$ cat src/rtl/stack_lifo_pkg.sv
// ---------------------------------------------------------------------------
// pbl_stack_pkg
// Shared definitions for the LIFO stack block.
//   op_e      : per-cycle operation decoded from {push, pop}
//   cnt_width : width of an occupancy counter able to hold 0..depth
// ---------------------------------------------------------------------------
package pbl_stack_pkg;

    typedef enum logic [1:0] {
        OP_IDLE    = 2'b00,
        OP_POP     = 2'b01,
        OP_PUSH    = 2'b10,
        OP_REPLACE = 2'b11
    } op_e;

    // A counter that must represent "completely full" needs one more code
    // than there are entries, hence depth+1.
    function automatic int cnt_width(input int depth);
        return $clog2(depth + 1);
    endfunction

endpackage

$ cat src/rtl/stack_lifo_mem.sv
// ---------------------------------------------------------------------------
// stack_mem
// WIDTH x DEPTH register file backing the LIFO stack.
// Ports:
//   clk    in   rising-edge clock for the write port
//   we     in   write enable
//   waddr  in   write address
//   wdata  in   write data
//   raddr  in   asynchronous read address
//   rdata  out  asynchronous read data (zero for addresses >= DEPTH)
// Storage carries no reset; validity is tracked by the owner's counter.
// ---------------------------------------------------------------------------
module stack_mem #(
    parameter int WIDTH = 8,
    parameter int DEPTH = 32,
    parameter int AW    = $clog2(DEPTH)
) (
    input  logic             clk,
    input  logic             we,
    input  logic [AW-1:0]    waddr,
    input  logic [WIDTH-1:0] wdata,
    input  logic [AW-1:0]    raddr,
    output logic [WIDTH-1:0] rdata
);

    logic [WIDTH-1:0] r_mem [DEPTH];

    always_ff @(posedge clk) begin
        if (we) begin
            r_mem[waddr] <= wdata;
        end
    end

    // DEPTH need not be a power of two, so some address codes are unmapped.
    assign rdata = (int'(raddr) < DEPTH) ? r_mem[raddr] : '0;

endmodule

$ cat src/rtl/stack_lifo.sv
// ---------------------------------------------------------------------------
// stack_lifo
// Parametrised LIFO stack with internal stack pointer, push/pop/replace,
// full/empty status and sticky overflow/underflow flags.
// Ports:
//   clk        in   clock, all state updates on rising edge
//   rst        in   synchronous active-high reset
//   push       in   push din this cycle
//   pop        in   pop top entry this cycle (push+pop = replace top)
//   din        in   data to push / replace
//   clr        in   synchronous flush of count and error flags
//   tos        out  top-of-stack value (zero when empty)
//   count      out  number of valid entries, 0..DEPTH
//   empty      out  count == 0
//   full       out  count == DEPTH
//   overflow   out  sticky: a push was rejected while full
//   underflow  out  sticky: a pop was rejected while empty
// ---------------------------------------------------------------------------
module stack_lifo
    import pbl_stack_pkg::*;
#(
    parameter int WIDTH = 8,
    parameter int DEPTH = 32,
    parameter int CW    = cnt_width(DEPTH)
) (
    input  logic             clk,
    input  logic             rst,
    input  logic             push,
    input  logic             pop,
    input  logic [WIDTH-1:0] din,
    input  logic             clr,
    output logic [WIDTH-1:0] tos,
    output logic [CW-1:0]    count,
    output logic             empty,
    output logic             full,
    output logic             overflow,
    output logic             underflow
);

    localparam int AW = $clog2(DEPTH);

    logic [CW-1:0]    r_count;
    logic             r_overflow;
    logic             r_underflow;

    op_e              w_op;
    logic             w_empty;
    logic             w_full;
    logic             w_flush;
    logic             w_we;
    logic [AW-1:0]    w_waddr;
    logic [AW-1:0]    w_raddr;
    logic [WIDTH-1:0] w_rdata;

    assign w_op    = op_e'({push, pop});
    assign w_empty = (r_count == '0);
    assign w_full  = (r_count == CW'(DEPTH));
    assign w_flush = rst | clr;

    // The counter doubles as the write pointer; the top entry sits one below.
    assign w_raddr = AW'(r_count - CW'(1));

    always_comb begin
        w_we    = 1'b0;
        w_waddr = AW'(r_count);
        case (w_op)
            OP_PUSH: begin
                w_we = ~w_full;
            end
            OP_REPLACE: begin
                // On an empty stack replace degenerates to a push into slot 0,
                // which is exactly what the default address already gives.
                w_we = 1'b1;
                if (!w_empty) begin
                    w_waddr = w_raddr;
                end
            end
            default: begin
                w_we = 1'b0;
            end
        endcase
        if (w_flush) begin
            w_we = 1'b0;
        end
    end

    always_ff @(posedge clk) begin
        if (w_flush) begin
            r_count     <= '0;
            r_overflow  <= 1'b0;
            r_underflow <= 1'b0;
        end else begin
            case (w_op)
                OP_IDLE: begin
                end
                OP_PUSH: begin
                    if (w_full) begin
                        r_overflow <= 1'b1;
                    end else begin
                        r_count <= r_count + CW'(1);
                    end
                end
                OP_POP: begin
                    if (w_empty) begin
                        r_underflow <= 1'b1;
                    end else begin
                        r_count <= r_count - CW'(1);
                    end
                end
                OP_REPLACE: begin
                    if (w_empty) begin
                        r_count <= CW'(1);
                    end
                end
            endcase
        end
    end

    stack_mem #(
        .WIDTH (WIDTH),
        .DEPTH (DEPTH),
        .AW    (AW)
    ) u_mem (
        .clk   (clk),
        .we    (w_we),
        .waddr (w_waddr),
        .wdata (din),
        .raddr (w_raddr),
        .rdata (w_rdata)
    );

    // Popped entries stay in storage, so an empty stack must mask the read.
    assign tos       = w_empty ? '0 : w_rdata;
    assign count     = r_count;
    assign empty     = w_empty;
    assign full      = w_full;
    assign overflow  = r_overflow;
    assign underflow = r_underflow;

endmodule

$ cat config.mk
export PLATFORM = sky130hd
export DESIGN_NAME = stack_lifo
export DESIGN_NICKNAME = d
export VERILOG_FILES = /design/src/rtl/stack_lifo_pkg.sv /design/src/rtl/stack_lifo_mem.sv /design/src/rtl/stack_lifo.sv
export SDC_FILE = /design/constraint.sdc
export NUM_CORES = 1
export LEC_CHECK = 0
export ABC_AREA = 1
export BUFFER_PORTS_ARGS = -buffer_cell sky130_fd_sc_hd__buf_2
export CAP_MARGIN = 30
export CORE_MARGIN = 5
export CORE_UTILIZATION = 45
export CTS_BUF_LIST = sky130_fd_sc_hd__clkbuf_8 sky130_fd_sc_hd__clkbuf_16
export DETAILED_ROUTE_END_ITERATION = 6
export HOLD_SLACK_MARGIN = 0.06
export PLACE_DENSITY_LB_ADDON = 0.08
export SYNTH_ARGS = -nofsm -noshare
export SYNTH_HDL_FRONTEND = slang
export SYNTH_HIERARCHICAL = 1
export SYNTH_SLANG_ARGS = --single-unit
$ cat constraint.sdc
create_clock -name clk -period 2.4 [get_ports clk]
set_input_delay 0.24 -clock clk [delete_from_list [all_inputs] [get_ports clk]]
set_output_delay 0.24 -clock clk [all_outputs]
set_load 0.02 [all_outputs]
==> results of run 1 <==
[per-layer routing]
layer,global-route usage (%),up-vias,wire (um)
li1,-,3906,-
met1,32.43,4083,14450
met2,36.58,325,16290
met3,3.937,67,2659
met4,6.720,0,935
met5,0,-,0
[Yosys cell counts, drive strengths merged]
cell type / count
a211oi: 1
a21oi: 2
buf: 48
clkbuf: 7
dfxtp: 8
edfxtp: 256
ha: 3
inv: 41
nand2: 407
nand3: 216
nand4: 1
nor2: 57
o21ai: 8
o21bai: 1
o22ai: 2
xnor2: 1
xor2: 1
[metrics by stage]
stage          utilization (%)  hold slack (ns)  cells  worst slack, ns  setup TNS (ns)
6_report                 62.60          0.09160   1540          -0.2515          -1.867
5_1_grt                  62.60           0.1019   1540          -0.3417          -2.632
4_1_cts                  59.12          0.07751   1530          -0.2415          -1.758
3_5_place_dp             50.88           0.4539   1449         -0.01739        -0.01739
3_3_place_gp             50.88           0.4445   1449        -0.003953       -0.003953
2_1_floorplan                -           0.3389   1060          0.02293               0
[layout make-up]
class / count / area (um^2) / share of cell area [%]
sequential: 264 / 7850 / 49.94
clock inverter: 25 / 206.4 / 1.313
multi-input combinational: 700 / 4159 / 26.46
timing repair inverter: 1 / 16.27 / 0.1035
clock buffer: 29 / 725.7 / 4.617
tap: 330 / 412.9 / 2.627
timing repair buffer: 150 / 2137 / 13.60
inverter: 41 / 211.5 / 1.345
[worst max path at each step]
| stage | start | endpoint | slack [ns] | depth (start not counted) |
|---|---|---|---|---|
| final | count[0] | tos[0] | -0.25 | 15 |
| after detailed placement | count[0] | tos[2] | -0.02 | 17 |
| after floorplan | count[0] | u_mem/r_mem[1][0] | 0.02 | 9 |
| after global routing | count[0] | tos[2] | -0.34 | 15 |
| after CTS | count[1] | tos[6] | -0.24 | 16 |
| after global placement | count[0] | tos[2] | -0.004 | 17 |
[tightest hold or removal path: cells and delay by family]
kind                   cells  cell delay [ns]
AO/OA/AOI/OAI              1             0.06
AND/OR/NAND/NOR            2             0.15
buffers and inverters      1             0.14
[kinds of logic after synthesis]
family | Yosys count | synth area share (%)
XOR/XNOR | 2 | 0.1527
AO/OA/AOI/OAI | 14 | 0.6763
buffers and inverters | 96 | 5.148
AND/OR/NAND/NOR | 681 | 25.28
flip-flops | 264 | 68.41
adder cells (fa/ha/maj) | 3 | 0.3273
[power breakdown]
part	internal, W	switching [W]	total [W]
Combinational	0.00124	0.00188	0.00312
Sequential	0.00508	0.0000151	0.00510
Clock	0.00253	0.00179	0.00432
[flip-flops by register name, summed over array words and instances, names as in the netlist]
| signal | flops |
|---|---|
| u_mem/r_mem | 256 |
| count | 6 |
| overflow | 1 |
| underflow | 1 |
[timing repair]
| action | CTS | global route |
|---|---|---|
| endpoints found under the setup margin | 8 | 225 |
| endpoints found under the hold margin | 2 | 0 |
| setup buffers | 9 | 6 |
| hold buffers | 2 | 0 |
| gates cloned | 16 | 7 |
| pin swaps | 40 | 67 |
| gates resized for setup | 158 | 152 |
==> out/metrics.yaml, run 1 <==
max-clock-path-buffers: 3
biggest_area_consumer_among_synthesized_cells: "edfxtp_1"
syn-mean-instance-area_um2: 10.82
number_of_buffers_inserted_during_clock_tree_synthesis: 29
maxClockFrequency_mhz: 377.1
hold_class: "in -> reg"
finalInstanceArea_um2: 15720
fp-row-count: 58
crit-reg2reg-launch: "count[0]"
ys_types: 27
worstPathRequired_ns: 2.16
gr-usage-all-layers_pct: 22.88
timing.critical_path.buf_inv: 6
fill_cells: 2007
timing.setup.critical_path_class: "reg -> out"
min_path_cells: 4
worst_skew_pair.late_latency_ns: 0.54
layout-area-overhead-vs-synth_pct: 37.03
grt_setup_unrepaired: "yes"
post-dp-hpwl_um: 18850
grt_start_max_net_pins: 51
drt-pass1-iter-count: 7
layout.nets: 1203
synth.top_cells.by_area: "edfxtp_1 (67%), nand2_1 (13%), nand3_1 (9.3%)"
run_status: "finished, violations left"
fin_crit_ns: 2.652
core_region_area_um2: 25110
tightestPinTransition_ns: 0.7552
failed_checks: "setup timing"
routed-via-count: 8381
flop_and_latch_count_out_of_synthesis: 264
max_cap_viol_count: 0
power_w: 0.01253
first_global_vias: 8077
drv_slew: 0
hold_fails_final_rpt: 0
critPathMaxStageDelay_ns: 0.35
crit_slowest_cell: "dfxtp_2"
yosysWarningCount: 6
power.leakage_nw: 5.962
die_width_um: 169.7
timing.critical_path.fanout_max: 8
timing.critical_path.to_type: "output port"
timing.critical_path.cells: "inv_4, ha_4, xnor2_2, inv_2, inv_6, buf_12, nand3_4, nand2_2, nand2_1, nand2_1, nand2_2, nand2_2, nand2_4, inv_2, buf_6"
grt_remaining_overflow: 0
drc_errors: 0
hp-start: "pop"
cts_num_sinks: 264
boundaryPins: 31
wire_length_of_the_first_global_routing_pass_um: 49760
drtAntennaViolNets: 0
wire_per_inst_um: 22.29
mostFrequentLayoutCell: "nand2_1"
cts_tree: "yes"
drive_above_1_share_pct: 34.88
sequential_fraction_of_the_synthesis_area_pct: 68.41
cts.root.buffer_cell: "clkbuf_16"
synthesis.nets: 1076
syn_area_um2: 11470
drt_iter0_markers: 741
setup.worst_path.start_class: "flip-flop"
final_replace_weighted_congestion: 0.8309
hold_path_end: "overflow"
r2r_cells: 11
skew_ns: 0.01179
cellPowerDensity_nw_per_um2: 797.4
final.setup.worst_slack_ns: -0.2515
synthCells: 1060
maximum_vdd_drop_mv: 0.5793
finalSetupViolations: 8
final_cell_mix: "nand2_1 (351), edfxtp_1 (256), nand3_1 (104)"
die_height_um: 169.7
r2r_end: "u_mem/r_mem[31][7]"
fp.dieArea_um2: 28780
h-tree-depth: 1
crit_top_cell: "nand2_2"
buffer_ports.inserted: 30
critPathArrivalTime_ns: 2.41
max_slew_margin_pct: 49.65
antenna_cells_inserted: 0
vias_per_cell: 5.442
final.period_utilization_pct: 110.5
route.final.wire_length_um: 34330
delay_heaviest_family_cp: "buffers and inverters"
worst_path_clk_slew_ns: 0.07
antenna_found_initial: 0
start_util_pct: 45.68
yosys.area.top_type_share_pct: 67.02
timing.reg2reg.setup_slack_ns: 0.09
post_dp_cell_area_um2: 12770
Power figures use the tool's default switching activity.
==> inputs of run 2 (changes only) <==
REMOVE_ABC_BUFFERS = 1   (was default)
==> run 2 against run 1 <==
- fmax about the same
- utilization down 3.7 points
- die area unchanged
- global-route usage down 0.58 points
- critical path depth up 1
- clock skew up 0.0034 ns
- critical endpoint is now tos[3]
- largest cell class unchanged
- count of clock-buffer cells in the layout unchanged
- the run still ends with setup timing left
- worst setup slack worse by 0.0026 ns
- flip-flop and latch count unchanged
==> out/metrics.yaml, run 2 (same netlist as run 1, synthesis figures left out) <==
post-dp-hpwl_um: 18530  # -1.7%
layout.core_utilization_pct: 58.85  # -3.7 points
skew_ns: 0.01517  # +0.003383 ns
gr-usage-all-layers_pct: 22.31  # -0.58 points
finalSetupViolations: 8  # unchanged
setup.worst_path.start_class: "flip-flop"
grt_setup_unrepaired: "yes"
antenna_cells_inserted: 0  # unchanged
failed_checks: "setup timing"
h-tree-depth: 1  # unchanged
drv_slew: 0  # unchanged
die_width_um: 169.7  # unchanged
final_replace_weighted_congestion: 0.8832  # +6.3%
drtAntennaViolNets: 0  # unchanged
first_global_vias: 7998  # -0.98%
worst_skew_pair.late_latency_ns: 0.54  # about the same
grt_remaining_overflow: 0  # unchanged
start_util_pct: 45.68  # unchanged
finish.cell_count_without_fillers: 1540  # unchanged
layout-area-overhead-vs-synth_pct: 28.83
timing.reg2reg.setup_slack_ns: 0.08  # about the same
boundaryPins: 31  # unchanged
antenna_found_initial: 0  # unchanged
maxClockFrequency_mhz: 376.8  # about the same
layout.nets: 1204  # +0.083%
drt_iter0_markers: 646  # -13%
drive_above_1_share_pct: 29.59  # -5.3 points
power.leakage_nw: 5.750  # -3.6%
maximum_vdd_drop_mv: 0.6634  # +15%
timing.critical_path.to_type: "output port"
max_ffs_per_register: 256  # unchanged
fp-row-count: 58  # unchanged
max_slew_margin_pct: 47.53  # -2.1 points
cts_tree: "yes"
met3_usage_pct: 2.562  # -1.4 points
global_route.usage.met2_pct: 37.36  # +0.78 points
run_status: "finished, violations left"
cts.root.buffer_cell: "clkbuf_16"
setup.worst_path.start: "count[1]"
max-clock-path-buffers: 3  # unchanged
routed-via-count: 8167  # -2.6%
hp-start: "clr"
buffer_ports.inserted: 30  # unchanged
fp.dieArea_um2: 28780  # unchanged
number_of_buffers_inserted_during_clock_tree_synthesis: 29  # unchanged
wire_length_of_the_first_global_routing_pass_um: 48850  # -1.8%
grtUsageMet1_pct: 31.62  # -0.81 points
core_region_area_um2: 25110  # unchanged
timing.setup.critical_path_class: "reg -> out"
final_cell_mix: "nand2_1 (371), edfxtp_1 (256), nand3_1 (137)"
vias_per_cell: 5.303  # -2.6%
wire_per_inst_um: 20.96  # -6.0%
route.final.wire_length_um: 32270  # -6.0%
drt-pass1-iter-count: 4  # -3
inst_count_dp: 1462  # +0.90%
tightestPinTransition_ns: 0.7870  # +0.03177 ns
cts_num_sinks: 264  # unchanged
hold_class: "in -> reg"
crit-reg2reg-launch: "count[0]"
worstPathRequired_ns: 2.16  # about the same
grt_start_max_net_pins: 45  # -12%
largest_register_by_flop_count: "u_mem/r_mem"
busiest_layer: "met2"
max_cap_viol_count: 0  # unchanged
drc_errors: 0  # unchanged
fin_crit_ns: 2.654  # +0.002598 ns
hold_fails_final_rpt: 0  # unchanged
fill_cells: 2140  # +6.6%
mostFrequentLayoutCell: "nand2_1"
worst_path_clk_slew_ns: 0.06  # about the same
die_height_um: 169.7  # unchanged
critPathArrivalTime_ns: 2.41  # about the same
final.setup.worst_slack_ns: -0.2541  # -0.002598 ns
final.period_utilization_pct: 110.6  # about the same
timing.critical_path.fanout_max: 7  # -1
cellPowerDensity_nw_per_um2: 807.8  # +1.3%
run 2: routing by layer:
layer / up-vias / wire length [um]
met4: 0 / 646
met3: 39 / 1808
met2: 247 / 15930
li1: 3894 / -
met1: 3987 / 13880
met5: - / 0
run 2: timing repair:
item	4_1_cts	5_1_grt
endpoints found under the setup margin	79	210
pin swaps	28	36
cloned	11	3
setup buffers	9	2
resized for setup	169	109
endpoints found under the hold margin	2	0
hold buffers	2	0
run 2: worst paths after layout:
kind / to / cells after the start
worst min register to register: underflow / 2
worst max-delay path: tos[3] / 16
worst max register to register: u_mem/r_mem[19][4] / 10
worst min-delay path: count[3] / 5
run 2: stage by stage:
step                      power (W)  worst slack (ns)  TNS [ns]  hold slack (ns)  area (um^2)
after global placement     0.007134           -0.1072    -2.131           0.4421        12410
after CTS                   0.01185           -0.2281    -1.793          0.08554        14320
after detailed placement   0.007134           -0.1718    -4.228           0.4456        12410
after floorplan            0.006251            -3.114   -543.70           0.3389        11030
after global routing        0.01244           -0.4030    -4.619           0.1039        14780
final                       0.01194           -0.2541    -1.774           0.1126        14780
run 2: layout make-up:
cell class,count,area (um^2),area share [%]
Sequential cell,264,7853,53.14
Inverter,41,201.4,1.363
Timing Repair Buffer,152,1695,11.47
Clock inverter,24,140.1,0.9483
Clock buffer,29,725.7,4.911
Tap cell,330,412.9,2.794
Multi-Input combinational cell,700,3750,25.37
run 2: report_power, final:
part	switching, W	total, W	internal (W)
registers	0.0000162	0.00510	0.00509
logic	0.00169	0.00280	0.00111
clock network	0.00174	0.00403	0.00229
run 2: critical path: stages (launching register included):
cell,delay [ns]
dfxtp_2,0.34
inv_2,0.05
ha_4,0.17
xnor2_4,0.17
clkinv_4,0.15
clkinv_8,0.10
buf_12,0.14
buf_8,0.11
nand3_2,0.07
nand2_1,0.08
nand2_1,0.05
nand2_1,0.06
nand2_1,0.05
nand2_1,0.09
nand2_1,0.07
inv_2,0.06
buf_6,0.11
